==> src/rtl/comparator_arbiter.sv <==
// comparator_arbiter: round-robin arbiter that shares one Four_Bit_Comparator
// among NREQ requesters and registers each result into a one-entry response
// buffer tagged with the requester ID.
// Optional feature: define COMP_ARB_STATS_EN to build the saturating
// completed-comparison counter on stat_count. Without it, stat_count is 0.
module comparator_arbiter #(
   parameter int unsigned NREQ = 4
) (
   input  logic              clk,
   input  logic              rst_n,
   input  logic [NREQ-1:0]   req_valid,
   input  logic [4*NREQ-1:0] req_a,
   input  logic [4*NREQ-1:0] req_b,
   output logic [NREQ-1:0]   req_ready,
   output logic              rsp_valid,
   input  logic              rsp_ready,
   output logic [2:0]        rsp_id,
   output logic              rsp_g,
   output logic              rsp_e,
   output logic              rsp_s,
   output logic [7:0]        stat_count
);

   typedef enum logic {EMPTY, FULL} state_t;

   state_t            state_q, state_d;
   logic [2:0]        ptr;
   logic [NREQ-1:0]   grant;
   logic [2:0]        gid;
   logic              found;
   logic [3:0]        a_sel, b_sel;
   logic              cmp_g, cmp_e, cmp_s;
   logic              can_take;
   logic              accept;
   logic              drain;

   // Round-robin scan: first pass covers ptr..NREQ-1, second pass wraps to 0..ptr-1;
   // the winner's operands are steered to the shared comparator
   always_comb begin
      grant = '0;
      gid   = '0;
      found = 1'b0;
      a_sel = '0;
      b_sel = '0;
      for (int unsigned i = 0; i < NREQ; i++) begin
         if (!found && req_valid[i] && (i >= 32'(ptr))) begin
            found    = 1'b1;
            grant[i] = 1'b1;
            gid      = 3'(i);
            a_sel    = req_a[4*i +: 4];
            b_sel    = req_b[4*i +: 4];
         end
      end
      for (int unsigned i = 0; i < NREQ; i++) begin
         if (!found && req_valid[i] && (i < 32'(ptr))) begin
            found    = 1'b1;
            grant[i] = 1'b1;
            gid      = 3'(i);
            a_sel    = req_a[4*i +: 4];
            b_sel    = req_b[4*i +: 4];
         end
      end
   end

   Four_Bit_Comparator u_cmp (
      .a (a_sel),
      .b (b_sel),
      .g (cmp_g),
      .e (cmp_e),
      .s (cmp_s)
   );

   assign rsp_valid = (state_q == FULL);
   assign can_take  = (state_q == EMPTY) | rsp_ready;
   assign accept    = found & can_take & rst_n;
   assign drain     = rsp_valid & rsp_ready;
   assign req_ready = grant & {NREQ{accept}};

   // Next-state logic for the response buffer occupancy
   always_comb begin
      state_d = state_q;
      case (state_q)
         EMPTY:   if (accept) state_d = FULL;
         FULL:    if (drain && !accept) state_d = EMPTY;
         default: state_d = EMPTY;
      endcase
   end

   // Occupancy state register
   always_ff @(posedge clk) begin
      if (!rst_n) state_q <= EMPTY;
      else        state_q <= state_d;
   end

   // Response buffer payload: loaded on accept, held otherwise
   always_ff @(posedge clk) begin
      if (!rst_n) begin
         rsp_id <= '0;
         rsp_g  <= 1'b0;
         rsp_e  <= 1'b0;
         rsp_s  <= 1'b0;
      end else if (accept) begin
         rsp_id <= gid;
         rsp_g  <= cmp_g;
         rsp_e  <= cmp_e;
         rsp_s  <= cmp_s;
      end
   end

   // Priority pointer moves just past the accepted requester
   always_ff @(posedge clk) begin
      if (!rst_n) begin
         ptr <= '0;
      end else if (accept) begin
         if (32'(gid) == NREQ - 1) ptr <= '0;
         else                      ptr <= gid + 3'd1;
      end
   end

`ifdef COMP_ARB_STATS_EN
   logic [7:0] cnt;

   // Saturating count of drained responses
   always_ff @(posedge clk) begin
      if (!rst_n)                   cnt <= '0;
      else if (drain && cnt != '1)  cnt <= cnt + 8'd1;
   end

   assign stat_count = cnt;
`else
   assign stat_count = '0;
`endif

endmodule

// Unsigned 4-bit magnitude comparator; exactly one output is high
module Four_Bit_Comparator (
   input  logic [3:0] a,
   input  logic [3:0] b,
   output logic       g,
   output logic       e,
   output logic       s
);
   assign g = (a > b);
   assign e = (a == b);
   assign s = (a < b);
endmodule
==> config.mk <==
export PLATFORM = sky130hd
export DESIGN_NAME = comparator_arbiter
export DESIGN_NICKNAME = d
export VERILOG_FILES = /design/src/rtl/comparator_arbiter.sv
export SDC_FILE = /design/constraint.sdc
export NUM_CORES = 1
export LEC_CHECK = 0
export CELL_PAD_IN_SITES_DETAIL_PLACEMENT = 0
export CELL_PAD_IN_SITES_GLOBAL_PLACEMENT = 2
export CORE_AREA = 2 2 80 82
export CTS_CLUSTER_DIAMETER = 80
export CTS_CLUSTER_SIZE = 24
export DETAILED_ROUTE_END_ITERATION = 12
export DIE_AREA = 0 0 82 84
export PLACE_DENSITY = 0.76
export REMOVE_ABC_BUFFERS = 1
export SLEW_MARGIN = 5
export SYNTH_ARGS = -nofsm -noshare
export SYNTH_HDL_FRONTEND = slang
export SYNTH_HIERARCHICAL = 1
export SYNTH_SLANG_ARGS = --single-unit
==> constraint.sdc <==
create_clock -name clk -period 3.2 [get_ports clk]
set_input_delay 0.96 -clock clk [delete_from_list [all_inputs] [get_ports clk]]
set_output_delay 0.96 -clock clk [all_outputs]
set_load 0.005 [all_outputs]
==> reports/metrics.csv <==
metric,value,unit
run status,"finished, final reports clean",
Placer Congestion,0.786,
Main synth FF type,dfxtp_1,
"Power, Total",660,µW
initial antenna violation count,0,
Num CTS Buffers,3,
clk_lat worst skew,220,ps
Reg-to-Reg Start,ptr[1],
Top Ports,58,
Initial Util,20.9,%
clock skew,1.89,ps
first-pass GRT wire length,7410,µm
mapped cell area,0.00127,mm²
Die Ht,84,µm
share of cells above drive strength 1,30.6,%
arrival time worst endpoint,2150,ps
Static Leakage,0.000882,µW
Pre-antenna DRT Iters,4,
kind of critical path,primary input to output port,
final critical-path required period,3110,ps
largest net degree at the start of global routing,17,
Layout Nets,297,
Die Area,0.00689,mm²
DRT antenna net count,0,
vias in the first global route,1529,
Max Root-Sink Buffers,2,
Synth cell types,44,
Synth area leader,dfxtp_1,
CTS tree,done,
Tcrit/Tclk final,97.1,%
Worst Path Required,2240,ps
Crit. End Element,output port,
Post-DP Area,0.00195,mm²
design area,0.00207,mm²
Max Cap Violations,0,
Area contributors post-synth,"dfxtp_1 (13%), a21oi_1 (9.0%), o22ai_1 (7.4%)",
GRT Residual Overflow,0,
first-iteration detailed-routing DRC count,105,
Inserted Diodes,0,
vias per cell,4.64,
clock slew at reported path FFs,40,ps
WL final,4470,µm
Final Max Tran Viols,0,
synth warn,6,
hold depth,2,
PortBufs,48,
share of synthesized flip-flops with an asynchronous set or reset,0,%
# setup viols final,0,
P per Cell Area,318,mW/mm²
row cnt,29,
H-tree depth,1,
worst-case reg-to-reg path depth,13,
Vias,1526,
crit path launch type,primary input,
hold_buf cts,0,
core region area,0.00610,mm²
Highest Clock Rate,0.322,GHz
WL/cell,13.6,µm
critical path startpoint,req_valid[2],
Min-Delay Path Class,flip-flop to flip-flop,
share of the synthesized area in the top cell type,12.6,%
Clock Root Buffer,clkbuf_8,
"FF+latch count, synth",8,
Hold Startpoint,rsp_id[0],
Synth-to-Final Area Change,62.8,%
Syn Area/Cell,7.28,µm²
"Seq/Total Area, Yosys",12.6,%
dpl hpwl,3350,µm
RSZ-0062 raised after global routing,false,
Die W,82,µm
"EDFF count, synth",0,
number of remaining DRC errors,0,
Hold Fails Final Rpt,0,
Tot GR Track Use,13.4,%
Peak VDD IR,178,µV
fill cell count,668,
Num Clock Sinks,8,
Syn Inst Count,175,
worst-path fanout max,4,
## sequential cells by signal, indices dropped and copies added, names as in the netlist
signal     cells
ptr            2
rsp_e          1
rsp_g          1
rsp_id         2
rsp_s          1
rsp_valid      1
## metrics by stage
step | setup WS, ps | util (%) | hold WS, ps | TNS [ps] | cells
after floorplan | 481 | - | 449 | 0 | 161
after global placement | -424 | 32.0 | 448 | -2000 | 316
after detailed placement | -425 | 32.0 | 448 | -1990 | 316
after CTS | 20.2 | 33.9 | 454 | 0 | 327
after global routing | 0.264 | 34.0 | 473 | 0 | 329
final | 92.1 | 34.0 | 449 | 0 | 329
## power breakdown
part | internal, µW | switching (µW) | total [µW]
clock | 81.3 | 37.3 | 119
combinational | 221 | 190 | 411
sequential | 118 | 12.7 | 131
## cells by family after synthesis
group	count (synthesis)	share of synthesized area (%)
AOI/OAI and AO/OA	73	44.8
adders and majority gates	4	3.93
and+or+nand+nor	58	22.9
muxes	1	0.786
DFF	8	12.6
other	1	0.294
buffers and inverters	30	14.7
## cell type report
class                           count  area [µm²]  share of cell area [%]
Clock buffer                        3        41.3                    1.99
Inverter                            8        30.0                    1.45
Multi-Input combinational cell    145         977                    47.1
Sequential cell                     8         160                    7.72
Tap cell                           77        96.3                    4.65
Timing Repair Buffer               88         768                    37.1
## critical path, stage by stage
cell	delay, ps
dlygate4sd2_1	280
nor2_2	150
buf_4	130
o21ai_2	50
or2_1	240
nor2_2	90
dlygate4sd2_1	240
## synth_stat cells, types with 3 or more instances
master	instances
o21bai_2	6
a311oi_1	8
o21bai_4	3
o22ai_1	15
buf_4	12
a21oi_1	23
ha_1	4
a21oi_2	4
buf_6	3
nand2_1	23
nand2b_1	3
buf_2	5
dfxtp_1	8
nor2_1	7
nand3_1	12
nor2_2	3
inv_1	7
## metal layers
layer	track usage, %	wire [µm]
met1	18.4	2000
met5	0	0
met3	1.73	248
met4	1.36	14
met2	22.9	2210
## cell usage in the layout (no fill, tap or decap), types with 2 or more instances in the layout
master and count:
o21ai_2 2, ha_1 4, clkbuf_2 2, nand2_1 23, dfxtp_1 8, nand3_1 12, o21ai_1 2, nand2b_1 2
a311oi_1 8, nor2_1 6, buf_4 39, o21bai_2 6, o22ai_1 15, o21bai_4 3, nor2_2 4, dlygate4sd2_1 5
clkbuf_8 3, inv_1 7, a21oi_2 5, clkdlybuf4s50_1 40, conb_1 9, a21oi_1 22
## worst paths after layout
path	endpoint	slack, ps
setup / recovery	req_ready[3]	90
setup reg to reg	rsp_s	730
hold reg to reg	rsp_id[0]	450
hold / removal	rsp_id[0]	450
## timing repair
action,4_1_cts,5_1_grt
endpoints found under the setup margin,5,3
gates resized for setup,15,3
pin swaps,5,2
buffers inserted,8,2
Note: power is estimated with default switching activity, not from simulation.
